## config.mk

```make
export PLATFORM = sky130hd
export DESIGN_NAME = ctc_int_ctrl_flat
export DESIGN_NICKNAME = d
export VERILOG_FILES = /design/src/rtl/ctc_int_ctrl_if.sv /design/src/rtl/ctc_int_ctrl.sv /design/src/flat_wrapper.sv
export SDC_FILE = /design/constraint.sdc
export NUM_CORES = 1
export LEC_CHECK = 0
export CAP_MARGIN = 20
export CELL_PAD_IN_SITES_DETAIL_PLACEMENT = 1
export CELL_PAD_IN_SITES_GLOBAL_PLACEMENT = 1
export CORE_UTILIZATION = 33
export CTS_CLUSTER_DIAMETER = 40
export DETAILED_ROUTE_END_ITERATION = 12
export PLACE_DENSITY = 0.87
export SLEW_MARGIN = 20
export SYNTH_ARGS = -nofsm -noshare
export SYNTH_HDL_FRONTEND = slang
export SYNTH_SLANG_ARGS = --single-unit
```

## constraint.sdc

```tcl
create_clock -name clk -period 1.63 [get_ports clk]
set_input_delay 0.4075 -clock clk [delete_from_list [all_inputs] [get_ports clk]]
set_output_delay 0.4075 -clock clk [all_outputs]
set_load 0.1 [all_outputs]
```

## src/rtl/ctc_int_ctrl_if.sv

```systemverilog
// rtl/ctc_int_ctrl_if.sv - Z80 bus, vector output and daisy-chain signals of ctc_int_ctrl
interface ctc_int_ctrl_if #(
  parameter int DWID = 8
);
  logic            m1_n;
  logic            iorq_n;
  logic            mreq_n;
  logic            rd_n;
  logic [DWID-1:0] din;
  logic            iei;
  logic [DWID-1:0] dout;
  logic            oe_n;
  logic            int_n;
  logic            ieo;

  modport master (
    output m1_n, iorq_n, mreq_n, rd_n, din, iei,
    input  dout, oe_n, int_n, ieo
  );

  modport slave (
    input  m1_n, iorq_n, mreq_n, rd_n, din, iei,
    output dout, oe_n, int_n, ieo
  );
endinterface

```

## src/rtl/ctc_int_ctrl.sv

```systemverilog
// rtl/ctc_int_ctrl.sv - Z80 mode-2 interrupt controller for up to four ctc_core channels
// Option: CTC_INTC_PEND_QUEUE_EN keeps requests that arrive while the channel is in service.
module ctc_int_ctrl #(
  parameter int DWID = 8,
  parameter int NCH  = 4
) (
  input  logic             clk,
  input  logic             reset_n,
  ctc_int_ctrl_if.slave    bus,
  input  logic             vec_wstb,
  input  logic [NCH-1:0]   int_req,
  input  logic [NCH-1:0]   ch_rst
);

  localparam logic [7:0] OP_ED = 8'hED;
  localparam logic [7:0] OP_4D = 8'h4D;

  logic [NCH-1:0]  pend_q, pend_d;
  logic [NCH-1:0]  serv_q, serv_d;
  logic [4:0]      vec_q, vec_d;
  logic            ed_seen_q, ed_seen_d;
  logic            iack_q, fetch_q;
  logic [DWID-1:0] dout_q, dout_d;
  logic            oe_n_q, oe_n_d;
  logic            int_n_q, ieo_q;

  logic            iack1, fetch, iack_edge, fetch_edge;
  logic            ack_go, reti_go;
  logic [NCH-1:0]  ack_mask, reti_mask, req_ok;
  logic [1:0]      ack_idx;

  assign iack1      = ~bus.m1_n & ~bus.iorq_n;
  assign fetch      = ~bus.m1_n & ~bus.mreq_n & ~bus.rd_n;
  assign iack_edge  = iack1 & ~iack_q;
  assign fetch_edge = fetch & ~fetch_q;
  assign ack_go     = iack_edge & bus.iei & (|pend_q);
  assign reti_go    = fetch_edge & ed_seen_q & bus.iei & (bus.din[7:0] == OP_4D);

  // Isolate the lowest set bit: channel 0 has the highest priority.
  assign ack_mask  = pend_q & (~pend_q + NCH'(1));
  assign reti_mask = serv_q & (~serv_q + NCH'(1));

  always_comb begin
    ack_idx = 2'd0;
    for (int i = 0; i < NCH; i++) begin
      if (ack_mask[i]) ack_idx = 2'(i);
    end
  end

  always_comb begin
    pend_d    = pend_q;
    serv_d    = serv_q;
    req_ok    = '0;
    vec_d     = vec_wstb ? bus.din[7:3] : vec_q;
    ed_seen_d = fetch_edge ? (bus.din[7:0] == OP_ED) : ed_seen_q;
    dout_d    = '0;
    oe_n_d    = 1'b1;

    if (ack_go) begin
      pend_d = pend_d & ~ack_mask;
      serv_d = serv_d | ack_mask;
    end
    if (reti_go) begin
      serv_d = serv_d & ~reti_mask;
    end

    // Requests see the in-service state after this cycle's acknowledge.
`ifdef CTC_INTC_PEND_QUEUE_EN
    req_ok = int_req;
`else
    req_ok = int_req & ~serv_d;
`endif
    pend_d = pend_d | req_ok;

    pend_d = pend_d & ~ch_rst;
    serv_d = serv_d & ~ch_rst;

    if (ack_go && ((ack_mask & ch_rst) == '0)) begin
      dout_d = DWID'({vec_q, ack_idx, 1'b0});
      oe_n_d = 1'b0;
    end
  end

  always_ff @(posedge clk) begin
    if (!reset_n) begin
      pend_q    <= '0;
      serv_q    <= '0;
      vec_q     <= '0;
      ed_seen_q <= 1'b0;
      iack_q    <= 1'b0;
      fetch_q   <= 1'b0;
      dout_q    <= '0;
      oe_n_q    <= 1'b1;
      int_n_q   <= 1'b1;
      ieo_q     <= 1'b0;
    end else begin
      pend_q    <= pend_d;
      serv_q    <= serv_d;
      vec_q     <= vec_d;
      ed_seen_q <= ed_seen_d;
      iack_q    <= iack1;
      fetch_q   <= fetch;
      dout_q    <= dout_d;
      oe_n_q    <= oe_n_d;
      int_n_q   <= ~(bus.iei & (|pend_q) & ~(|serv_q));
      ieo_q     <= bus.iei & ~(|pend_q) & ~(|serv_q);
    end
  end

  assign bus.dout  = dout_q;
  assign bus.oe_n  = oe_n_q;
  assign bus.int_n = int_n_q;
  assign bus.ieo   = ieo_q;

endmodule

```

## src/flat_wrapper.sv

```systemverilog
// flat-port wrapper written by rule: the top's interface ports become plain ports
module ctc_int_ctrl_flat 
#(
  parameter int DWID = 8,
  parameter int NCH  = 4
)
  (clk, reset_n, vec_wstb, int_req, ch_rst, bus_m1_n, bus_iorq_n, bus_mreq_n, bus_rd_n, bus_din, bus_iei, bus_dout, bus_oe_n, bus_int_n, bus_ieo);
  ctc_int_ctrl_if #(.DWID(DWID)) bus_i ();
  input  logic clk;
  input  logic reset_n;
  input  logic vec_wstb;
  input  logic [NCH-1:0] int_req;
  input  logic [NCH-1:0] ch_rst;
  input wire logic [$bits(bus_i.m1_n)-1:0] bus_m1_n;
  input wire logic [$bits(bus_i.iorq_n)-1:0] bus_iorq_n;
  input wire logic [$bits(bus_i.mreq_n)-1:0] bus_mreq_n;
  input wire logic [$bits(bus_i.rd_n)-1:0] bus_rd_n;
  input wire logic [$bits(bus_i.din)-1:0] bus_din;
  input wire logic [$bits(bus_i.iei)-1:0] bus_iei;
  output wire logic [$bits(bus_i.dout)-1:0] bus_dout;
  output wire logic [$bits(bus_i.oe_n)-1:0] bus_oe_n;
  output wire logic [$bits(bus_i.int_n)-1:0] bus_int_n;
  output wire logic [$bits(bus_i.ieo)-1:0] bus_ieo;
  assign bus_i.m1_n = bus_m1_n;
  assign bus_i.iorq_n = bus_iorq_n;
  assign bus_i.mreq_n = bus_mreq_n;
  assign bus_i.rd_n = bus_rd_n;
  assign bus_i.din = bus_din;
  assign bus_i.iei = bus_iei;
  assign bus_dout = bus_i.dout;
  assign bus_oe_n = bus_i.oe_n;
  assign bus_int_n = bus_i.int_n;
  assign bus_ieo = bus_i.ieo;
  ctc_int_ctrl #(.DWID(DWID), .NCH(NCH)) u_core (.clk(clk), .reset_n(reset_n), .bus(bus_i), .vec_wstb(vec_wstb), .int_req(int_req), .ch_rst(ch_rst));
endmodule
```

## Word level (Yosys, flattened, before mapping)

Cells that the tools add are included.

| storage, ports and cells | value |
|---|---|
| register bits | 27 |
| bits in latches | 0 |
| RAM bits | 0 |
| ROM bits | 0 |
| input port bits | 24 |
| output and inout port bits | 11 |
| logic and storage cells | 66 |
| memories kept | 0 |

| cells by class | value |
|---|---|
| $add $sub $neg | 2 |
| multiply operators | 0 |
| divide/modulo/power cells | 0 |
| magnitude comparators | 0 |
| equal/unequal tests | 2 |
| shift operators | 0 |
| muxes and demuxes | 7 |
| bitwise gates (word level) | 39 |
| reductions and logical operators | 5 |

Operators by type and width:

| cell | number |
|---|---|
| bitwise AND 4 bit | 8 |
| NOT 4 bit | 6 |
| bitwise AND 1 bit | 14 |
| 2-to-1 mux 4 bit | 3 |
| NOT 1 bit | 9 |
| adder 4 x 1 -> 4 bit, second input constant | 2 |
| == test 8 x 7 -> 1 bit, second input constant | 1 |
| == test 8 bit, second input constant | 1 |
| bitwise OR 4 bit | 2 |
| OR reduction 4 bit | 2 |
| zero test 4 bit | 1 |
| 2-to-1 mux 2 bit | 2 |
| 2-to-1 mux 1 bit | 2 |
| AND reduction 2 bit | 1 |
| logical AND 1 bit | 1 |

## Depth between registers and ports, before layout

Gate-level depths: netlist (run 1).

| logic depth | value |
|---|---|
| depth in word-level cells | 12 |
| gate-level depth with buffers | 4 |
| depth with buffers taken out | 4 |

## Least setup slack after synthesis (run 1)

OpenSTA, ideal clock, no wires.

| timing path | value |
|---|---|
| path kind | input-to-reg |
| start | input port bus_din[4] |
| end | register u_core.serv_q[2] |
| library setup time | 0.116 ns |
| arrival | 1.266 ns |
| required time | 1.514 ns |
| slack | 0.247 ns |
| stages on the path | 3 |
| buffers on the path | 0 |
| cell sequence | nor4bb_1 > nand4_1 > a31o_2 |

| between the ends | value |
|---|---|
| cells in the longest elaborated chain, start to end | 4 |

RTL lines:

| item | line | source |
|---|---|---|
| start, declared | flat_wrapper.sv:18 | `input wire logic [$bits(bus_i.din)-1:0] bus_din;` |
| == test 8 x 7 -> 1 bit | ctc_int_ctrl.sv:37 | `assign reti_go = fetch_edge & ed_seen_q & bus.iei & (bus.din[7:0] == OP_4D);` |
| bitwise AND 1 bit | ctc_int_ctrl.sv:37 |  |
| 2-to-1 mux 4 bit | ctc_int_ctrl.sv:63 | `if (reti_go) begin` |
| bitwise AND 4 bit | ctc_int_ctrl.sv:76 | `serv_d = serv_d & ~ch_rst;` |
| end signal, assigned | ctc_int_ctrl.sv:98 | `serv_q <= serv_d;` |
| end, declared | ctc_int_ctrl.sv:19 | `logic [NCH-1:0] serv_q, serv_d;` |

No other way between the ends.
A chain may end at the register's enable or synchronous reset.

## Worst setup path after layout (run 1)

| timing path | value |
|---|---|
| start | input port bus_din[1] |
| end | register u_core.serv_q[0] |

Same word-level chain as after synthesis.

==> results of run 1 <==
[final cells by class]
cell class / count / area (µm²)
multi-input combinational: 80 / 608
tap: 44 / 55.1
clock buffer: 3 / 22.5
sequential: 26 / 520
timing repair buffer: 46 / 526
fill: 352 / 1350
clock inverter: 1 / 30.0
inverter: 5 / 18.8
[flip-flops by register name, indices dropped and copies added, names as in the netlist]
name	cells
u_core.bus.ieo	1
u_core.bus.int_n	1
u_core.ed_seen_q	1
u_core.bus.dout	7
u_core.pend_q	4
u_core.fetch_q	1
u_core.serv_q	4
u_core.iack_q	1
u_core.bus.oe_n	1
u_core.vec_q	5
[routing by layer]
metal	routed length, µm	track usage (%)	up-vias
met5	0	0	-
met3	101	2.38	10
met2	2060	45.6	32
met4	94	10.3	0
li1	-	-	498
met1	1440	23.9	506
[kinds of logic after synthesis]
kind of cell,synth area share [%]
muxes,4.50
AOI/OAI and AO/OA,12.6
DFF,46.8
buffers and inverters,3.04
and+or+nand+nor,32.7
other,0.337
[timing repair]
action / in CTS / in global routing
pin swaps: 7 / 3
resized for setup: 13 / 2
buffers inserted: 3 / 0
gates cloned: 0 / 0
endpoints found under the setup margin: 13 / 4
[power by group through the flow]
stage | logic (W) | clock network (W) | registers (W)
after detailed placement | 0.000218 | 0 | 0.000685
after floorplan | 0.0000752 | 0 | 0.000705
after global placement | 0.000207 | 0 | 0.000681
final | 0.000231 | 0.000440 | 0.000671
after global routing | 0.000242 | 0.000482 | 0.000674
after CTS | 0.000228 | 0.000449 | 0.000671
[synthesized netlist by cell type, types with 2 or more instances]
| master | n |
|---|---|
| nand2_1 | 7 |
| dfxtp_1 | 26 |
| inv_1 | 5 |
| a21oi_1 | 2 |
| nor3_1 | 2 |
| nand4b_1 | 2 |
| and2_1 | 6 |
| nor2b_1 | 12 |
| mux2i_1 | 5 |
| nand3_1 | 7 |
| nor2_1 | 5 |
| o21ai_0 | 4 |
| nor3b_1 | 2 |
| nor4bb_1 | 3 |
| clkbuf_1 | 2 |
| nand2b_1 | 3 |
[per-stage QoR]
step                      power (W)  util (%)  area, µm²  setup WS, ns
after global routing        0.00140      56.9       1780       0.00560
final                       0.00134      56.9       1780        0.0389
after detailed placement   0.000903      53.0       1660        -0.585
after global placement     0.000889      53.0       1660        -0.368
after floorplan            0.000780         -       1110         0.247
after CTS                   0.00135      56.6       1770       0.00426
[path summary, 6_finish.rpt]
check / depth (start not counted) / slack [ns] / endpoint / start
worst max-delay path: 7 / 0.04 / u_core.serv_q[0] / bus_din[1]
worst min-delay path: 2 / 0.34 / u_core.iack_q / bus_iorq_n
worst max register to register: 5 / 0.22 / u_core.serv_q[0] / u_core.fetch_q
worst min register to register: 2 / 0.49 / u_core.pend_q[3] / u_core.serv_q[3]
==> qor.yml, run 1 <==
pwr:
  p_clk_share_pct: 32.8
  power_density_nw_per_um2: 754
  p_leak_nw: 0.714
  combPwrFrac_pct: 17.2
  switchingPower_w: 0.000326
  vdd_ir_drop_max_mv: 0.287
  p_int_w: 0.00102
  swShare_pct: 24.3
  p_seq_share_pct: 50.0
route:
  vias: 1046
  firstDrtPassIters: 4
  vias_per_cell: 5.10
  final_antenna_net_count: 0
  wl_per_cell_um: 18.1
  finalWirelength_um: 3700
  drt_iter0_drc: 34
  drc: 0
floorplanning:
  die_x_um: 60.1
  core_area_um2: 3130
  die_area_um2: 3610
  pin_count: 35
  die-height_um: 60.1
  fp-row-count: 20
  start_util_pct: 35.6
finish:
  n_antenna_cell: 0
  drive_above_1_share_pct: 23.6
  nets: 186
  area_growth_pct: 60.1
  layout_common_cells: "dfxtp_1 (26), clkdlybuf4s50_1 (18), buf_4 (13)"
  final_common_cell: "dfxtp_1"
  fin_cells: 205
setup_path:
  crit_top_cell: "buf_4"
  crit_buf_inv: 3
  cpPeakStageDelay_ns: 0.41
  crit_path_cell_trace: "clkdlybuf4s50_1, nor4bb_2, buf_4, nand4b_1, buf_4, nand2_1, a21oi_1"
  slowest_stage: "clkdlybuf4s50_1"
  crit_family: "buffers and inverters"
  setup.worst_path.start_class: "primary input"
  critical_path_required_ns: 1.84
  crit_type: "in -> reg"
  crit_path_end_kind: "flip-flop"
  critPathMaxFanout: 3
  cp_data_arrival_time_ns: 1.81
timing:
  min_period_ns: 1.59
  fmaxAchievable_ghz: 0.629
  report.final.slew_viol_count: 0
  hold_violations: 0
  period_share_pct: 97.6
  setup_tns_ns: 0
  hold_ws_ns: 0.338
  setup_viol: 0
  rsz0062_at_grt: "no"
  skew_ns: 0.0124
clocking:
  cts_tree: "done"
  ctsHoldBuffers: 0
  clock-sinks: 26
  clkTransAtPathRegs_ns: 0.15
  worstSkewPairLatency_ns: 0.32
  cts-root-buf: "clkbuf_4"
  cts-buffers-inserted: 3
  cts_buffer_depth: 2
  cts_max_level: 1
logic_synthesis:
  synth-seq-area-share_pct: 46.8
  synth_area_leader_cell: "dfxtp_1"
  synth.distinct_cells: 37
  netlist.area_leader.share_pct: 46.8
  synth_seq_cells: 26
  synth-main-ff-cell: "dfxtp_1"
  yosysWarningCount: 0
  synth_edf_count: 0
  async_flop_share_pct: 0
  synth_area_per_cell_um2: 9.76
  ys_top_cells_by_area: "dfxtp_1 (47%), nor2b_1 (6.7%), mux2i_1 (4.5%), and2_1 (3.4%), nand3_1 (3.1%)"
  syn_area_um2: 1110
  synth_nets: 138
  postSynthCellCount: 114
place:
  dp_cells: 198
  numPortBuffers: 33
  gp_congestion: 0.786
  dpl.hpwl_um: 2890
flow_run:
  max_cap_violations: 0
grt:
  grt_max_degree: 16
  grt_pass1_vias: 1250
  grt_util_all_layers_pct: 23.0
  antenna_found_initial: 0
  grt_pass1_wl_um: 5960
  overflow: 0
outcome:
  outcome: "complete, no violations"
min_path:
  hp-class: "in -> reg"
Power figures use the tool's default switching activity.
==> run 2, diff against run 1 <==
--- a/config.mk
+++ b/config.mk
@@ -6,12 +6,11 @@
 export NUM_CORES = 1
 export LEC_CHECK = 0
 export CAP_MARGIN = 20
-export CELL_PAD_IN_SITES_DETAIL_PLACEMENT = 1
-export CELL_PAD_IN_SITES_GLOBAL_PLACEMENT = 1
-export CORE_UTILIZATION = 33
+export CORE_UTILIZATION = 40
 export CTS_CLUSTER_DIAMETER = 40
 export DETAILED_ROUTE_END_ITERATION = 12
-export PLACE_DENSITY = 0.87
+export GPL_ROUTABILITY_DRIVEN = 0
+export PLACE_DENSITY = 0.81
 export SLEW_MARGIN = 20
 export SYNTH_ARGS = -nofsm -noshare
 export SYNTH_HDL_FRONTEND = slang
==> qor.yml, run 2 (same netlist as run 1, synthesis figures left out) <==
finish:
  largest_reg_flops: 7  # unchanged
  fin_util_pct: 69.4  # +12 points
  fin_cells: 190  # -7.3%
  n_antenna_cell: 0  # unchanged
  n_fill_cell: 186  # -47%
  area_growth_pct: 58.8
  layout_common_cells: "dfxtp_1 (26), clkdlybuf4s50_1 (15), nor2b_1 (12), buf_4 (12), buf_12 (10)"
  final_common_cell: "dfxtp_1"
  drive_above_1_share_pct: 22.5  # -1.1 points
  nets: 185  # -0.54%
min_path:
  min_path_cells: 2  # unchanged
  min_from: "bus_iorq_n"
  holdPathEnd: "u_core.iack_q"
  hp-class: "in -> reg"
clocking:
  cts_buffer_depth: 2  # unchanged
  worstSkewPairLatency_ns: 0.33  # about the same
  clock-sinks: 26  # unchanged
  cts_tree: "done"
  cts-buffers-inserted: 3  # unchanged
  cts-root-buf: "clkbuf_4"
  clkTransAtPathRegs_ns: 0.13  # -0.02 ns
  ctsHoldBuffers: 0  # unchanged
  cts_max_level: 1  # unchanged
setup_path:
  crit_family: "simple AND/OR/NAND/NOR gates"
  r2r_slack_ns: 0.21  # about the same
  cp_data_arrival_time_ns: 1.79  # -0.02 ns
  critical_path_required_ns: 1.85  # about the same
  crit_path_cell_trace: "clkdlybuf4s50_1, nor4bb_4, buf_4, nand4_1, nor3_2, a211oi_2"
  reg2regPathDepth: 4  # -1
  timing.rr.end: "u_core.serv_q[3]"
  cpPeakStageDelay_ns: 0.49  # +0.08 ns
  timing.rr.start: "u_core.serv_q[0]"
  crit_path_end_kind: "flip-flop"
  critPathMaxFanout: 4  # +1
  crit_buf_inv: 2  # -1
  slowest_stage: "clkdlybuf4s50_1"
  crit_type: "in -> reg"
  setup.worst_path.start_class: "primary input"
flow_run:
  max_cap_violations: 0  # unchanged
route:
  final_antenna_net_count: 0  # unchanged
  drt_iter0_drc: 26  # -24%
  vias_per_cell: 5.32  # +4.2%
  wl_per_cell_um: 14.5  # -20%
  drc: 0  # unchanged
  vias: 1010  # -3.4%
  finalWirelength_um: 2750  # -26%
  firstDrtPassIters: 4  # unchanged
pwr:
  p_leak_nw: 0.753  # +5.4%
  vdd_ir_drop_max_mv: 0.624  # +120%
  power_density_nw_per_um2: 756  # +0.35%
timing:
  hold_violations: 0  # unchanged
  min_period_ns: 1.57  # -0.0251 ns
  skew_ns: 0.00968  # -0.00273 ns
  fin_ws_ns: 0.0641  # +0.0251 ns
  report.final.slew_viol_count: 0  # unchanged
  hold_ws_ns: 0.331  # -0.00643 ns
  period_share_pct: 96.1  # -1.5 points
  setup_viol: 0  # unchanged
  fmaxAchievable_ghz: 0.639  # +1.6%
  setup_tns_ns: 0  # unchanged
floorplanning:
  die-height_um: 54.7  # -8.9%
  start_util_pct: 43.7  # +8.1 points
  core_area_um2: 2540  # -19%
  fp-row-count: 18  # -10%
  die_area_um2: 3000  # -17%
  die_x_um: 54.7  # -8.9%
  pin_count: 35  # unchanged
place:
  numPortBuffers: 33  # unchanged
  preCtsSetupSlack_ns: -0.445  # +0.140 ns
  dp_cells: 185  # -6.6%
  dpl.hpwl_um: 2150  # -26%
grt:
  grt_max_degree: 16  # unchanged
  antenna_found_initial: 0  # unchanged
  grt_pass1_vias: 1017  # -19%
  grt_pass1_wl_um: 4370  # -27%
  overflow: 0  # unchanged
  grt_util_all_layers_pct: 21.0  # -2.1 points
outcome:
  outcome: "complete, no violations"
## run 2: final cells by class
type	count	area (µm²)	share of cell area, %
Tap cell	30	37.5	2.12
Clock inverter	1	30.0	1.70
Inverter	5	18.8	1.06
Timing Repair Buffer	45	533	30.2
Multi-Input combinational cell	80	604	34.2
Clock buffer	3	22.5	1.27
Sequential cell	26	520	29.5
## run 2: worst max path at each step
stage	start	to	slack [ns]	cells past startpoint
finish	bus_din[6]	u_core.serv_q[3]	0.06	6
global route	bus_din[6]	u_core.serv_q[3]	-0.006	6
CTS	bus_din[6]	u_core.serv_q[2]	0.007	5
detailed placement	bus_m1_n	u_core.bus.dout[2]	-0.45	5
global placement	bus_m1_n	u_core.bus.dout[2]	-0.38	5
floorplan	bus_din[4]	u_core.serv_q[2]	0.25	3
## run 2: per-layer routing
layer	vias to the layer above	global-route usage (%)	part of all wire [%]
met1	481	23.5	40
met2	28	36.3	54
met3	6	3.06	3.4
met4	0	13.7	1.9
li1	495	-	-
met5	-	0	0
## run 2: worst register-to-register path: stages (launching register included)
cell	delay, ns
dfxtp_1	0.42
nor4bb_2	0.32
nand4_1	0.24
nor3_2	0.27
a211oi_2	0.07
## run 2: repair_timing
action / CTS / global route
endpoints found under the hold margin: 0 / 0
endpoints found under the setup margin: 12 / 11
setup buffers: 1 / 0
cloned: 0 / 0
pin swaps: 2 / 7
resized for setup: 4 / 11
## run 2: power breakdown
group | switching, W | total (W) | leakage, nW | internal, W
logic | 0.000107 | 0.000220 | 0.513 | 0.000114
registers | 0.0000158 | 0.000670 | 0.212 | 0.000654
clock network | 0.000197 | 0.000446 | 0.0279 | 0.000249
total | 0.000319 | 0.00134 | 0.753 | 0.00102
## run 2: through the flow
stage	power [W]	instance area, µm²
3_5_place_dp	0.000895	1650
6_report	0.00134	1770
4_1_cts	0.00133	1720
2_1_floorplan	0.000780	1110
5_1_grt	0.00139	1770
3_3_place_gp	0.000889	1650
